--- src/rtl/muldiv_seq.sv ---
// Iterative RV32M multiply/divide sequencer: shift-add multiply and restoring
// divide, one add/subtract per cycle through the borrowed shared ALU.
module muldiv_seq #(
    parameter int XLEN  = 32,
    parameter int ITERS = 32
) (
    input  logic            clk,
    input  logic            rst_n,
    input  logic            req_valid,
    output logic            req_ready,
    input  logic [2:0]      req_op,
    input  logic [XLEN-1:0] req_a,
    input  logic [XLEN-1:0] req_b,
    output logic            resp_valid,
    input  logic            resp_ready,
    output logic [XLEN-1:0] resp_data,
    output logic            alu_grant,
    output logic [3:0]      alu_func,
    output logic [XLEN-1:0] alu_a,
    output logic [XLEN-1:0] alu_b,
    input  logic [XLEN-1:0] alu_out
);

    localparam logic [3:0] ALU_ADD = 4'd0;
    localparam logic [3:0] ALU_SUB = 4'd1;

    localparam int CW = $clog2(ITERS);
    localparam logic [CW-1:0] CNT_ONE  = CW'(1);
    localparam logic [CW-1:0] CNT_LAST = CW'(ITERS - 1);

    localparam logic [2:0] OP_MUL    = 3'd0;
    localparam logic [2:0] OP_MULH   = 3'd1;
    localparam logic [2:0] OP_MULHSU = 3'd2;
    localparam logic [2:0] OP_MULHU  = 3'd3;
    localparam logic [2:0] OP_DIV    = 3'd4;
    localparam logic [2:0] OP_DIVU   = 3'd5;
    localparam logic [2:0] OP_REM    = 3'd6;
    localparam logic [2:0] OP_REMU   = 3'd7;

    localparam logic [XLEN-1:0] INT_MIN = {1'b1, {(XLEN-1){1'b0}}};

    typedef enum logic [1:0] {
        IDLE = 2'd0,
        ITER = 2'd1,
        FIX  = 2'd2,
        DONE = 2'd3
    } state_t;

    state_t            state_reg, state_next;
    logic [2:0]        op_reg, op_next;
    logic [XLEN-1:0]   hi_reg, hi_next;        // product high half / partial remainder
    logic [XLEN-1:0]   lo_reg, lo_next;        // multiplier-low half / quotient
    logic [XLEN-1:0]   mcand_reg, mcand_next;  // multiplicand or divisor magnitude
    logic              neg_reg, neg_next;
    logic [CW-1:0]     cnt_reg, cnt_next;
    logic [XLEN-1:0]   resp_data_reg, resp_data_next;

    logic              signed_a;
    logic              signed_b;
    logic              a_neg;
    logic              b_neg;
    logic [XLEN-1:0]   abs_a;
    logic [XLEN-1:0]   abs_b;
    logic              carry;
    logic [XLEN:0]     shifted;
    logic              qbit;
    logic [2*XLEN-1:0] prod_neg;

    always_ff @(posedge clk) begin
        if (!rst_n) begin
            state_reg     <= IDLE;
            op_reg        <= OP_MUL;
            hi_reg        <= '0;
            lo_reg        <= '0;
            mcand_reg     <= '0;
            neg_reg       <= 1'b0;
            cnt_reg       <= '0;
            resp_data_reg <= '0;
        end else begin
            state_reg     <= state_next;
            op_reg        <= op_next;
            hi_reg        <= hi_next;
            lo_reg        <= lo_next;
            mcand_reg     <= mcand_next;
            neg_reg       <= neg_next;
            cnt_reg       <= cnt_next;
            resp_data_reg <= resp_data_next;
        end
    end

    // Operand sign handling for the request currently being offered.
    always_comb begin
        signed_a = (req_op == OP_MULH) || (req_op == OP_MULHSU) ||
                   (req_op == OP_DIV)  || (req_op == OP_REM);
        signed_b = (req_op == OP_MULH) || (req_op == OP_DIV) || (req_op == OP_REM);
        a_neg    = signed_a && req_a[XLEN-1];
        b_neg    = signed_b && req_b[XLEN-1];
        abs_a    = a_neg ? -req_a : req_a;
        abs_b    = b_neg ? -req_b : req_b;
    end

    always_comb begin
        state_next     = state_reg;
        op_next        = op_reg;
        hi_next        = hi_reg;
        lo_next        = lo_reg;
        mcand_next     = mcand_reg;
        neg_next       = neg_reg;
        cnt_next       = cnt_reg;
        resp_data_next = resp_data_reg;

        alu_grant = 1'b0;
        alu_func  = ALU_ADD;
        alu_a     = '0;
        alu_b     = '0;

        carry    = 1'b0;
        shifted  = {hi_reg, lo_reg[XLEN-1]};
        qbit     = 1'b0;
        prod_neg = -{hi_reg, lo_reg};

        case (state_reg)
            IDLE: begin
                if (req_valid) begin
                    op_next = req_op;
                    if (req_op[2] && (req_b == '0)) begin
                        // Division by zero: all-ones quotient, remainder is the dividend.
                        resp_data_next = req_op[1] ? req_a : '1;
                        state_next     = DONE;
                    end else if (((req_op == OP_DIV) || (req_op == OP_REM)) &&
                                 (req_a == INT_MIN) && (req_b == '1)) begin
                        resp_data_next = req_op[1] ? '0 : INT_MIN;
                        state_next     = DONE;
                    end else begin
                        // Same register layout serves both algorithms.
                        hi_next    = '0;
                        lo_next    = abs_a;
                        mcand_next = abs_b;
                        neg_next   = (req_op == OP_REM) ? a_neg : (a_neg ^ b_neg);
                        cnt_next   = '0;
                        state_next = ITER;
                    end
                end
            end

            ITER: begin
                alu_grant = 1'b1;
                if (!op_reg[2]) begin
                    alu_func = ALU_ADD;
                    alu_a    = hi_reg;
                    alu_b    = lo_reg[0] ? mcand_reg : '0;
                    carry    = (alu_out < hi_reg);
                    {hi_next, lo_next} = {carry, alu_out, lo_reg[XLEN-1:1]};
                end else begin
                    // The ALU computes src_b - src_a, so the divisor goes on src_a.
                    alu_func = ALU_SUB;
                    alu_a    = mcand_reg;
                    alu_b    = shifted[XLEN-1:0];
                    qbit     = shifted[XLEN] || (shifted[XLEN-1:0] >= mcand_reg);
                    hi_next  = qbit ? alu_out : shifted[XLEN-1:0];
                    lo_next  = {lo_reg[XLEN-2:0], qbit};
                end
                cnt_next = cnt_reg + CNT_ONE;
                if (cnt_reg == CNT_LAST) begin
                    state_next = FIX;
                end
            end

            FIX: begin
                case (op_reg)
                    OP_MUL:                      resp_data_next = lo_reg;
                    OP_MULH, OP_MULHSU, OP_MULHU:
                        resp_data_next = neg_reg ? prod_neg[2*XLEN-1:XLEN] : hi_reg;
                    OP_DIV, OP_DIVU:             resp_data_next = neg_reg ? -lo_reg : lo_reg;
                    default:                     resp_data_next = neg_reg ? -hi_reg : hi_reg;
                endcase
                state_next = DONE;
            end

            DONE: begin
                if (resp_ready) begin
                    state_next = IDLE;
                end
            end

            default: state_next = IDLE;
        endcase
    end

    assign req_ready  = (state_reg == IDLE);
    assign resp_valid = (state_reg == DONE);
    assign resp_data  = resp_data_reg;

endmodule

--- config.mk ---
export PLATFORM = sky130hd
export DESIGN_NAME = muldiv_seq
export DESIGN_NICKNAME = d
export VERILOG_FILES = /design/src/rtl/muldiv_seq.sv
export SDC_FILE = /design/constraint.sdc
export NUM_CORES = 1
export LEC_CHECK = 0
export CAP_MARGIN = 20
export CELL_PAD_IN_SITES_DETAIL_PLACEMENT = 1
export CELL_PAD_IN_SITES_GLOBAL_PLACEMENT = 2
export CORE_MARGIN = 8
export CORE_UTILIZATION = 32
export DETAILED_ROUTE_END_ITERATION = 8
export PLACE_DENSITY_LB_ADDON = 0.1
export SLEW_MARGIN = 20
export SYNTH_ARGS = -nofsm -noshare
export SYNTH_HDL_FRONTEND = slang
export SYNTH_SLANG_ARGS = --single-unit
--- constraint.sdc ---
create_clock -name clk -period 3.9 [get_ports clk]
set_input_delay 0.39 -clock clk [delete_from_list [all_inputs] [get_ports clk]]
set_output_delay 0.39 -clock clk [all_outputs]
set_load 0.1 [all_outputs]
==> results.md <==
| Parameter | This run | Unit |
|:---|:---|:---|
| Worst vdd ir | 420.3 | uV |
| Global-route wire length before repair | 101700 | um |
| Floorplan row count | 75 | - |
| Largest net degree at the start of global routing | 82 | - |
| Number of setup buffers added after CTS | 0 | - |
| Worst-case headroom to the max-slew limit | 0.3065 | - |
| Kind of end point of the critical path | register | - |
| Gate count of the mapped netlist | 1831 | - |
| Longest Clk Path Bufs | 2 | - |
| Count of flip-flops with a built-in enable after synthesis | 0 | - |
| Worst setup path start | lo_reg[0] | - |
| Area of combinational cells with multiple inputs | 9684 | sq um |
| Dominant synthesized flop cell | sky130_fd_sc_hd__dfxtp_1 | - |
| Slowest-stage cell, CP | sky130_fd_sc_hd__or4_1 | - |
| Clock slew seen by the registers of the worst setup and hold paths | 0.06 | ns |
| Netlist Area Pre-Place | 13530 | sq um |
| Post-layout total power | 7.862 | mW |
| Area occupied by registers | 2788 | sq um |
| Switching fraction of total power | 0.4817 | - |
| Core Area | 41850 | sq um |
| Total power density per cell area | 443.2 | nW/um^2 |
| Detailed-route vias per instance | 5.989 | - |
| Unrepaired setup endpoints after global routing | false | - |
| Worst setup path category | register to register | - |
| Beginning of the worst register-to-register path | lo_reg[0] | - |
| Maximum clock frequency | 283.4 | MHz |
| Setup skew after layout | 0.01120 | ns |
| Initial antenna violation count | 1 | - |
| Root buffer cell | sky130_fd_sc_hd__clkbuf_16 | - |
| Hold path depth | 2 | - |
| Final nets | 2177 | - |
| Number of global-route vias before repair | 15230 | - |
| Worst min-delay path category | register to register | - |
| Register-to-register path setup slack | 0.37 | ns |
| Height of the die | 221.6 | um |
| Remaining DRCs | 0 | - |
| Series of cell instances along the critical path | inv_1 > ha_1 > or3b_2 > or4_1 > or3_1 > o21ai_0 > xnor2_1 > a21oi_1 > o22ai_1 | - |
| Global route total overflow | 0 | - |
| TritonCTS buffer count | 17 | - |
| Sequential group share of total power | 0.238 | - |
| Area added between synthesis and finish | 31.10 | % |
| Post-route fraction of the period consumed by the critical path | 0.9049 | - |
| Number of warnings issued by yosys | 0 | - |
| Gpl congestion | 0.9269 | - |
| Total of endpoints with negative setup slack in the final report | 0 | - |
| Avg Inst Size Synth | 7.390 | sq um |
| Result of the run | complete, no violations | - |
| Worst Path Required | 4.21 | ns |
| Proportion of layout cells with a drive suffix above 1 | 0.1247 | - |
| Part of the Yosys area used for sequential elements | 0.2056 | - |
| FFs w/ async S/R, synth | 0 | - |
| Maximum cell stage delay along the critical path | 0.55 | ns |
| Half-perimeter wire length after placement | 54280 | um |
| Count of placed standard cells including taps | 2520 | - |
| Setup Total Neg Slack | 0 | ns |
| Number of buffers inserted by hold repair at cts | 0 | - |
| Clk_lat worst skew | 0.46 | ns |
| Count of cell types in the netlist | 78 | - |
| GRT Total Usage | 0.2689 | - |
| Switching power total | 3.787 | mW |
| Hold violation count in the final report | 0 | - |
| Buffers & Inverters on Critical Path | 1 | - |
| Count of state elements after synthesis | 139 | - |
| Antenna Violating Nets Remaining | 0 | - |
| Critical R2R Capture | resp_data[20] | - |
| Floorplan die width | 221.6 | um |
| Worst slew pin tran | 1.037 | ns |
| Area of the die | 49120 | sq um |
| Total I/O pin count | 206 | - |
| Startpoint class of the critical path | register | - |
| Starting Density | 0.3233 | - |
| Internal Power | 4.075 | mW |
| Post-route worst hold slack | 0.4623 | ns |
| Number of H-tree branching levels | 4 | - |
| Fraction of power consumed by the clock network | 0.210 | - |
| Crit path time final | 3.529 | ns |
| Fill cells | 5057 | - |
| Final Core Density | 0.4239 | - |
| Worst Reg2Reg Path Length in Cells | 9 | - |
| Total length of routed wires | 68480 | um |
| Non-filler instance count after layout | 2553 | - |
| Part of the total power dissipated in combinational logic | 0.552 | - |
| Resize count post-CTS | 0 | - |
| Max capacitance violation total | 0 | - |
| Instance count on the critical path | 9 | - |
| Clock tree from TritonCTS | built | - |
| Biggest fanout along the worst timing path | 8 | - |
| Worst setup path endpoint | resp_data[20] | - |
| Length of the first detailed-routing pass in iterations | 5 | - |
| Number of DRC markers after the initial detailed-route iteration | 1332 | - |
| Number of sinks handled by clock tree synthesis | 139 | - |
| Family with the most delay on the worst path | simple AND/OR/NAND/NOR gates | - |
| Leading cell type in the layout, fill and taps excluded | sky130_fd_sc_hd__nor2_1 | - |
| Number of vias in the routed layout | 15290 | - |
| Routed length per instance | 26.82 | um |
| Commonest non-fill, non-tap cells in the layout | 170 x sky130_fd_sc_hd__nor2_1, 137 x sky130_fd_sc_hd__dfxtp_1, 136 x sky130_fd_sc_hd__o21ai_0 | - |
| CP Data Arrival Time | 3.84 | ns |
| Pleak | 6.432 | nW |
| Port Buf Inserts | 202 | - |
| Slew Limit Fails | 0 | - |
-- routing by layer --
| layer | global-route usage | share of wire |
|---|---|---|
| met5 | 0 | 0 |
| met4 | 0.05645 | 0.014 |
| met3 | 0.04484 | 0.062 |
| met2 | 0.4288 | 0.45 |
| met1 | 0.3760 | 0.47 |
-- power by group through the flow --
stage	sequential (mW)	combinational (mW)	clock (mW)
CTS	1.86	4.25	1.68
global placement	1.89	4.18	0
finish	1.87	4.34	1.65
detailed placement	1.90	4.23	0
floorplan	1.79	2.66	0
global route	1.89	4.59	1.73
-- synthesized netlist by cell type (22+ instances only) --
cell type	count	area [sq um]
sky130_fd_sc_hd__nor4_1	31	193.9
sky130_fd_sc_hd__xor2_1	22	192.7
sky130_fd_sc_hd__nand4_1	26	162.7
sky130_fd_sc_hd__nor2_1	171	641.9
sky130_fd_sc_hd__nand2_1	134	503.0
sky130_fd_sc_hd__nor3_1	35	175.2
sky130_fd_sc_hd__xnor2_1	87	762.0
sky130_fd_sc_hd__a22o_1	51	446.7
sky130_fd_sc_hd__ha_1	74	925.9
sky130_fd_sc_hd__o211ai_1	27	202.7
sky130_fd_sc_hd__a21oi_1	86	430.4
sky130_fd_sc_hd__o31ai_1	34	255.2
sky130_fd_sc_hd__dfxtp_1	139	2783
sky130_fd_sc_hd__o21a_1	29	217.7
sky130_fd_sc_hd__nand3_1	37	185.2
sky130_fd_sc_hd__mux2i_1	102	1021
sky130_fd_sc_hd__a31oi_1	35	219.0
sky130_fd_sc_hd__a22oi_1	37	277.8
sky130_fd_sc_hd__a211oi_1	36	270.3
sky130_fd_sc_hd__o21ai_0	136	680.7
sky130_fd_sc_hd__clkbuf_1	125	469.2
sky130_fd_sc_hd__inv_1	88	330.3
-- worst register-to-register path, cell delays in order, from the launching register on --
cell	delay [ns]
sky130_fd_sc_hd__dfxtp_1	0.32
sky130_fd_sc_hd__inv_1	0.10
sky130_fd_sc_hd__ha_1	0.22
sky130_fd_sc_hd__or3b_2	0.52
sky130_fd_sc_hd__or4_1	0.55
sky130_fd_sc_hd__or3_1	0.54
sky130_fd_sc_hd__o21ai_0	0.31
sky130_fd_sc_hd__xnor2_1	0.13
sky130_fd_sc_hd__a21oi_1	0.52
sky130_fd_sc_hd__o22ai_1	0.18
-- worst min-delay path by stage --
stage / from / endpoint / slack (ns)
floorplan: cnt_reg[4] / cnt_reg[4] / 0.44
global placement: cnt_reg[4] / cnt_reg[4] / 0.45
detailed placement: cnt_reg[4] / cnt_reg[4] / 0.45
CTS: rst_n / cnt_reg[0] / 0.46
global route: cnt_reg[4] / cnt_reg[4] / 0.49
finish: cnt_reg[4] / cnt_reg[4] / 0.46
-- logic make-up (layout without fill, tap and decap cells) --
family / Yosys count / in the layout / synth area share
AO/OA/AOI/OAI: 606 / 606 / 0.3029
AND/OR/NAND/NOR: 533 / 533 / 0.1904
buffers and inverters: 261 / 441 / 0.08137
flip-flops: 139 / 139 / 0.2056
XOR/XNOR: 109 / 109 / 0.07055
multiplexers: 108 / 108 / 0.08044
adder cells (fa/ha/maj): 74 / 74 / 0.06842
other: 1 / 4 / 0.0002771
-- metrics by stage --
step                instance area, sq um  setup slack [ns]
finish                             17740            0.3709
CTS                                17740            0.4629
global route                       17740            0.2382
floorplan                          13540            0.1075
detailed placement                 17150           0.02207
global placement                   17150        -0.0006253
-- final cells by class --
class,count,area share
Clock inverter,10,0.005078
Tap cell,539,0.03802
Inverter,90,0.01904
Multi-Input combinational cell,1433,0.5459
Clock buffer,22,0.02786
Timing Repair Buffer,319,0.2068
Antenna cell,1,0.0001411
Sequential cell,139,0.1571
No activity file was read; power rests on OpenSTA's default activity.
